File: config.mk
export PLATFORM = sky130hd
export DESIGN_NAME = noc_rr_timeout_arbiter
export DESIGN_NICKNAME = d
export VERILOG_FILES = /design/src/rtl/noc_arb_pkg.sv /design/src/rtl/arb_port_timer.sv /design/src/rtl/noc_rr_timeout_arbiter.sv
export SDC_FILE = /design/constraint.sdc
export NUM_CORES = 1
export LEC_CHECK = 0
export BUFFER_PORTS_ARGS = -buffer_cell sky130_fd_sc_hd__buf_2
export CAP_MARGIN = 25
export CORE_MARGIN = 4
export CORE_UTILIZATION = 50
export DETAILED_ROUTE_END_ITERATION = 7
export GPL_TIMING_DRIVEN = 0
export PLACE_DENSITY_LB_ADDON = 0.3
export SETUP_SLACK_MARGIN = 0.05
export SLEW_MARGIN = 20
export SYNTH_ARGS = -nofsm -noshare
export SYNTH_HDL_FRONTEND = slang
export SYNTH_HIERARCHICAL = 1
export SYNTH_SLANG_ARGS = --single-unit
export TNS_END_PERCENT = 5
File: constraint.sdc
create_clock -name i_clk -period 5 [get_ports i_clk]
set_input_delay 0.5 -clock i_clk [delete_from_list [all_inputs] [get_ports i_clk]]
set_output_delay 0.5 -clock i_clk [all_outputs]
set_load 0.01 [all_outputs]
File: src/rtl/noc_arb_pkg.sv
// Shared constants for the NoC output-port arbiter: header flit code, port indices
// and the pointer-width helper.
package noc_arb_pkg;

    localparam logic [2:0] HEADER_ID = 3'b001;

    typedef enum logic [2:0] {
        PORT_L = 3'd0,
        PORT_N = 3'd1,
        PORT_E = 3'd2,
        PORT_W = 3'd3,
        PORT_S = 3'd4
    } port_e;

    localparam int NPORTS_DEF = 5;

    function automatic int ptr_width(input int n);
        return (n > 1) ? $clog2(n) : 1;
    endfunction

    localparam int PTR_W_DEF = ptr_width(NPORTS_DEF);

endpackage

File: src/rtl/arb_port_timer.sv
// Per-port packet timer: latched limit from header flits and a hold counter that
// flags expiry once the counter reaches the limit.
module arb_port_timer #(
    parameter int LEN_W = 12
) (
    input  logic             i_clk,
    input  logic             i_rst,
    input  logic             i_load,
    input  logic [LEN_W-1:0] i_length,
    input  logic             i_hold,
    output logic             o_expired
);

    logic [LEN_W-1:0] r_lim;
    logic [LEN_W-1:0] r_cnt;

    always_ff @(posedge i_clk) begin
        if (i_rst) begin
            r_lim <= '0;
            r_cnt <= '0;
        end else begin
            if (i_load)
                r_lim <= i_length;
            // Counter only advances while holding, so the >= compare stops it before wrap.
            r_cnt <= i_hold ? r_cnt + 1'b1 : '0;
        end
    end

    assign o_expired = (r_cnt >= r_lim);

endmodule

File: src/rtl/noc_rr_timeout_arbiter.sv
// Round-robin output-port arbiter with per-port packet timeouts. The grant vector is
// the FSM state: zero = idle, one-hot = granted port, anything else recovers to idle.
module noc_rr_timeout_arbiter #(
    parameter int               NPORTS    = 5,
    parameter int               LEN_W     = 12,
    parameter int               FID_W     = 3,
    parameter logic [FID_W-1:0] HEADER_ID = FID_W'(noc_arb_pkg::HEADER_ID)
) (
    input  logic                    i_clk,
    input  logic                    i_rst,
    input  logic [NPORTS*FID_W-1:0] i_flit_id,
    input  logic [NPORTS*LEN_W-1:0] i_length,
    input  logic [NPORTS-1:0]       i_req,
    output logic [NPORTS-1:0]       o_grant,
    output logic                    o_busy,
    output logic [NPORTS-1:0]       o_timeout
);

    import noc_arb_pkg::*;

    localparam int PTR_W = ptr_width(NPORTS);

    logic [NPORTS-1:0] r_grant;
    logic [NPORTS-1:0] r_timeout;
    logic [PTR_W-1:0]  r_ptr;

    logic [NPORTS-1:0] w_grant_nxt;
    logic [NPORTS-1:0] w_timeout_nxt;
    logic [PTR_W-1:0]  w_ptr_nxt;
    logic [NPORTS-1:0] w_hold;
    logic [NPORTS-1:0] w_expired;
    logic [NPORTS-1:0] w_load;
    logic [NPORTS-1:0] w_win_oh;
    logic [PTR_W-1:0]  w_win;
    logic              w_found;
    logic              w_legal;
    int                w_idx;

    assign w_legal = ((r_grant & (r_grant - 1'b1)) == '0);

    for (genvar g = 0; g < NPORTS; g++) begin : g_port
        assign w_load[g] = (i_flit_id[g*FID_W +: FID_W] == HEADER_ID);
        assign w_hold[g] = w_legal & r_grant[g] & i_req[g] & ~w_expired[g];

        arb_port_timer #(.LEN_W(LEN_W)) u_timer (
            .i_clk     (i_clk),
            .i_rst     (i_rst),
            .i_load    (w_load[g]),
            .i_length  (i_length[g*LEN_W +: LEN_W]),
            .i_hold    (w_hold[g]),
            .o_expired (w_expired[g])
        );
    end

    // Scan starts after the last grantee, so the current holder is considered last.
    always_comb begin
        w_found = 1'b0;
        w_win   = '0;
        w_idx   = 0;
        for (int k = 1; k <= NPORTS; k++) begin
            w_idx = (int'(r_ptr) + k) % NPORTS;
            if (!w_found && i_req[w_idx]) begin
                w_found = 1'b1;
                w_win   = PTR_W'(w_idx);
            end
        end
    end

    always_ff @(posedge i_clk) begin
        if (i_rst) begin
            r_grant   <= '0;
            r_ptr     <= PTR_W'(NPORTS - 1);
            r_timeout <= '0;
        end else begin
            r_grant   <= w_grant_nxt;
            r_ptr     <= w_ptr_nxt;
            r_timeout <= w_timeout_nxt;
        end
    end

    always_comb begin
        w_win_oh = '0;
        if (w_found)
            w_win_oh[w_win] = 1'b1;
        w_grant_nxt = r_grant;
        w_ptr_nxt   = r_ptr;
        if (!w_legal) begin
            w_grant_nxt = '0;
        end else if (!(|w_hold)) begin
            w_grant_nxt = w_win_oh;
            if (w_found)
                w_ptr_nxt = w_win;
        end
        // A granted, still-requesting port that is not holding has just expired.
        w_timeout_nxt = r_grant & i_req & w_expired & {NPORTS{w_legal}};
    end

    always_comb begin
        o_grant   = r_grant;
        o_busy    = |r_grant;
        o_timeout = r_timeout;
    end

endmodule

# Word level (Yosys, flattened, before mapping)
# Cells that the tools add are included.
# word_totals
input_bits,82
word_cells,124
output_inout_bits,11
ff_bits,133
# classes
n_eq_ne,5
div_mod_pow,5
n_lt_le_gt_ge,12
muxes,28
n_bitwise,31
addsub,11
reduce_logical,19
# op_table
operator,n
$lt A32 B5 Y1 const B,5
$mod A32 B4 Y32 const B,5
$add A12 B1 Y12 const B,5
$ge A12 B12 Y1,5
$and A5 B5 Y5,4
$mux W1,16
$and A1 B1 Y1,15
$bmux W1 S3,5
$eq A3 B1 Y1 const B,5
$mux W3,5
$not A1 Y1,12
$reduce_or A2 Y1,6
$reduce_or A5 Y1,2
$add A3 B2 Y4 const B,2
$add A3 B3 Y4 const B,2
$logic_and A1 B1 Y1,5
$logic_not A5 Y1,1
$mux W5,1
$sub A5 B1 Y5 const B,1
$add A3 B1 Y4 const B,1
$logic_not A1 Y1,4
$lt A3 B4 Y1 const B,1
$demux W1 S3,1
$ge A3 B1 Y1 const B,1
$reduce_and A3 Y1,1

# Depth between registers and ports, before layout
# depth
ltp_word,23
ltp_mapped,22
mapped_depth_nobuf,17

# Cells and area by module
# The synthesis kept the hierarchy.
# modules_own_cells
mod,instances,cells_each,seq_area_each_um2,area_per_inst_um2
arb_port_timer,5,132,480.5,1203.7
noc_rr_timeout_arbiter,1,360,260.2,2706.3

# Worst setup path after synthesis
# Ideal clock, no wire load.
# synth_timing
kind,flip-flop to flip-flop
start,register r_ptr[0]
end,"register r_grant[0], in the netlist o_grant[0]"
t_arrival_ps,4965
setup_slack_ps,-83
stages_incl_launch_ff,21
period_less_slack_ps,5083
path_cell_list,dfxtp_1 > buf_2 > buf_2 > buf_2 > buf_1 > inv_1 > ha_1 > ha_1 > nor4b_1 > nor3_2 > xnor2_2 > ha_1 > nand2b_1 > a31oi_4 > inv_2 > or3_1 > a2111oi_1 > a211oi_1 > o32ai_2 > nor3b_2 > a32o_1
# synth_between
elab_chain_cells,23
# synth_lines
element,line,source
from (decl),noc_rr_timeout_arbiter.sv:25,logic [PTR_W-1:0] r_ptr;
from (signal assigned),noc_rr_timeout_arbiter.sv:72,r_ptr <= PTR_W'(NPORTS - 1);
from (signal assigned),noc_rr_timeout_arbiter.sv:76,r_ptr <= w_ptr_nxt;
$add A3 B1 Y4,noc_rr_timeout_arbiter.sv:61,w_idx = (int'(r_ptr) + k) % NPORTS;
$mod A32 B4 Y32,noc_rr_timeout_arbiter.sv:61,
$bmux W1 S3,noc_rr_timeout_arbiter.sv:62,if (!w_found && i_req[w_idx]) begin
$mux W1 (implied by the code) (2 in series),noc_rr_timeout_arbiter.sv:62,
$mux W1,noc_rr_timeout_arbiter.sv:62,
$logic_not A1 Y1,noc_rr_timeout_arbiter.sv:62,
$logic_and A1 B1 Y1,noc_rr_timeout_arbiter.sv:62,
$mux W1,noc_rr_timeout_arbiter.sv:62,
(+6 left out),--,
$logic_not A1 Y1,noc_rr_timeout_arbiter.sv:62,
$logic_and A1 B1 Y1,noc_rr_timeout_arbiter.sv:62,
$mux W3,noc_rr_timeout_arbiter.sv:62,
$lt A3 B4 Y1 (implied by the code) or $ge A3 B1 Y1 (tied branches),noc_rr_timeout_arbiter.sv:84,w_win_oh[w_win] = 1'b1;
$logic_and A1 B1 Y1 (implied by the code),noc_rr_timeout_arbiter.sv:84,
$mux W1 (implied by the code),noc_rr_timeout_arbiter.sv:84,
$demux W1 S3,noc_rr_timeout_arbiter.sv:84,
$mux W5 (*),noc_rr_timeout_arbiter.sv:83,if (w_found)
to (signal assigned),noc_rr_timeout_arbiter.sv:75,r_grant <= w_grant_nxt;
to (decl),noc_rr_timeout_arbiter.sv:23,logic [NPORTS-1:0] r_grant;
# Every way passes the cells marked *; elsewhere a longest branch is shown, timed or not. The select of a mux whose other input is x is not followed.
# A chain may end at the register's enable or synchronous reset.

# Final worst setup path
# Same ends and word-level chain as after synthesis.

==> results.md <==
* Status: finished clean
* Post-synth EDFFs at 0
* DP Worst Slack at -0.951 ns
* Routed WL at 19600 um
* PnR worst setup slack at 0.188 ns
* Synth area leaders: dfxtp_1, ha_1, mux2i_1
* Row cnt at 48
* GPL Wtd Cong at 0.924
* R2r worst-path depth at 21
* Total of max-cap violations at 0
* Endpoints failing hold at 0
* Hold-fix buffers at CTS at 0
* Worst hold start: i_length[31]
* Max IR drop VDD at 0.376 mV
* Yosys top cell area share at 30.5%
* Drt drc at 0
* Slew Viols, Final at 0
* Area of the multi-input gates at 5690 um2
* FFs w/ async S/R, synth at 0%
* Layout area overhead at 18.9%
* Largest net degree at the start of global routing at 25
* Worst path required time at 5.30 ns
* Fill cells at 1518
* RR Startpoint: r_ptr[0]$_SDFFE_PP0P_
* Worst Path Arrival at 5.11 ns
* CTS buffer count at 17
* Synthesized area at 8720 um2
* HPWL Detailed at 14400 um
* Max Root-Sink Buffers at 2
* Placed cell count at 1335
* Syn Inst Count at 1020
* Pwr dens at 540 nW/um2
* WS Path Type: register to register
* CTS root buf: clkbuf_16
* Antenna violations before repair at 1
* Syn nets at 1194
* Die Ht at 140 um
* Routed via count at 7498
* Drt first pass iters at 6
* Pleak at 4.00 nW
* Maximum clock rate at 208 MHz
* # IOs at 93
* CP startpoint kind: register
* Period utilisation layout at 96.2%
* Core area at 17200 um2
* Most frequent cells in the layout: nor2_1, dfxtp_1, inv_1
* Register area at 2670 um2
* TritonCTS clock tree: built
* Hold depth at 3
* Initial DRC Count at 488
* Crit Path Max Fanout at 11
* Die X at 140 um
* R2R setup slack at 0.19 ns
* Die area at 19600 um2
* Worst-Margin Slew at 0.608 ns
* DR WL/cell at 14.2 um
* Vias/cell at 5.45
* Yosys reg bits at 133
* Diode count at 0
* Worst skew pair latency at 0.42 ns
* Sequential share of the synthesized area at 30.5%
* Gr usage total at 20.0%
* Starting density of the core at 50.8%
* Reg2reg end: o_grant[0]$_SDFFE_PP0N_
* # setup viols final at 0
* Yosys cell types at 84
* Fin cells at 1376
* # nets final at 1313
* Antenna viol nets, final at 0
* First-pass GRT wire length at 33200 um
* Worst Skew at 0.0117 ns
* H-tree Lvls at 4
* Commonest non-fill, non-tap cell in the layout: nor2_1
* Total gr overflow at 0
* Share of layout cells above drive strength 1 at 19.6%
* Worst setup EP type: register
* # clock sinks at 133
* Vias in the first global route at 7128
* Slew headroom at 59.5%
* Synthesis warning total at 6
* Hold EP: g_port[2].u_timer/r_lim[7]$_SDFFE_PP0P_
* Mean Syn Cell Area at 8.55 um2
* Clock-pin slew on the worst setup and hold paths at 0.06 ns
* Largest area contributor in the synthesized netlist: dfxtp_1
* IO buf count at 90
* Hold WC Path Type: input pin to register
* Crit path time final at 4.81 ns
* Synth Flop Type: dfxtp_1
* Fin Hold WS at 0.318 ns
power breakdown:
part | switching, mW | internal, mW
combinational | 1.85 | 1.36
clock | 0.444 | 0.780
sequential | 0.0582 | 1.11
total | 2.35 | 3.25
worst max-delay path by stage:
| stage | startpoint | end | slack [ns] | depth (start not counted) |
|---|---|---|---|---|
| floorplan | r_ptr[0]$_SDFFE_PP0P_ | o_grant[0]$_SDFFE_PP0N_ | 0.06 | 20 |
| global placement | r_ptr[0]$_SDFFE_PP0P_ | o_grant[0]$_SDFFE_PP0N_ | -0.86 | 21 |
| detailed placement | r_ptr[0]$_SDFFE_PP0P_ | o_grant[0]$_SDFFE_PP0N_ | -0.95 | 20 |
| CTS | r_ptr[0]$_SDFFE_PP0P_ | o_grant[0]$_SDFFE_PP0N_ | 0.05 | 21 |
| global route | r_ptr[0]$_SDFFE_PP0P_ | o_grant[0]$_SDFFE_PP0N_ | -0.01 | 21 |
| finish | r_ptr[0]$_SDFFE_PP0P_ | o_grant[0]$_SDFFE_PP0N_ | 0.19 | 21 |
per-stage QoR:
stage	utilization [%]	instance area [um2]	power, mW	setup TNS, ns
4_1_cts	59.1	10200	5.26	0
3_3_place_gp	55.1	9460	3.82	-5.90
5_1_grt	60.4	10400	5.98	-0.0125
6_report	60.4	10400	5.61	0
3_5_place_dp	55.1	9460	3.85	-6.53
2_1_floorplan	-	8730	3.31	0
state kept, by name, summed over array words and instances (netlist names):
signal and cells:
g_port.u_timer/r_cnt 60, g_port.u_timer/r_lim 60, o_grant 5, o_timeout 5
r_ptr 3
routing by layer:
metal  share of wire (%)  global-route usage [%]  vias to the layer above
li1                    -                       -                     3831
met1                  45                    26.5                     3451
met2                  48                    33.1                      192
met3                 5.2                    4.34                       22
met4                0.96                    5.66                        2
met5               0.061                       0                        -
cell usage after synthesis, types with 4 or more instances:
| library cell | count |
|---|---|
| nor3_1 | 25 |
| o22ai_1 | 5 |
| nor4_2 | 6 |
| a211oi_1 | 23 |
| a221o_1 | 5 |
| or3_1 | 13 |
| nor2_1 | 141 |
| buf_2 | 14 |
| a221oi_1 | 4 |
| nand4_2 | 5 |
| xnor2_1 | 42 |
| o21bai_1 | 5 |
| clkbuf_1 | 19 |
| a21o_1 | 12 |
| a311oi_1 | 4 |
| nor3b_1 | 7 |
| nand4_1 | 7 |
| o21ai_0 | 39 |
| inv_1 | 105 |
| nor4_1 | 4 |
| a21oi_1 | 34 |
| dfxtp_1 | 133 |
| ha_1 | 91 |
| and3_1 | 6 |
| a31oi_1 | 7 |
| o21a_1 | 4 |
| nand2_1 | 45 |
| xor2_1 | 5 |
| o21ai_1 | 5 |
| nand3_2 | 10 |
| mux2i_1 | 66 |
| nor2b_1 | 5 |
| nand3_1 | 25 |
| nand2b_1 | 17 |
kinds of logic (layout without fill, tap and decap cells):
kind of cell,count (synthesis),after routing,share of synthesized area [%]
buf+inv,145,276,6.53
mux,71,71,8.48
simple gates,338,338,20.3
compound gates,190,190,15.5
flops,133,133,30.5
xor+xnor,50,50,5.28
fa+ha+maj,93,93,13.4
final cells by class:
cell class	count	area share, %
multi-input cells	742	54.9
clock inverters	9	0.977
plain buffers	36	1.94
inverters	109	4.02
well taps	225	2.71
flip-flops and latches	133	25.7
clock buffers	22	4.67
repair buffers	100	5.06
repair_timing:
| item | CTS | global route |
|---|---|---|
| endpoints found under the setup margin | 8 | 8 |
| pin swaps | 5 | 6 |
| setup buffers | 4 | 6 |
| resized for setup | 21 | 34 |
critical path, cell delays in order (launching register included):
cell and delay [ns]:
dfxtp_4 0.40, buf_4 0.18, buf_6 0.17, buf_8 0.16, buf_8 0.15, clkinvlp_4 0.14
ha_4 0.30, inv_1 0.19, buf_6 0.19, ha_1 0.15, inv_1 0.04, ha_1 0.29
and4b_2 0.27, a211oi_4 0.29, a31oi_4 0.09, buf_4 0.17, a311oi_2 0.37, a31oi_2 0.19
nor2b_2 0.21, a311oi_2 0.34, inv_1 0.12, a32o_1 0.26
Power figures use the tool's default switching activity.
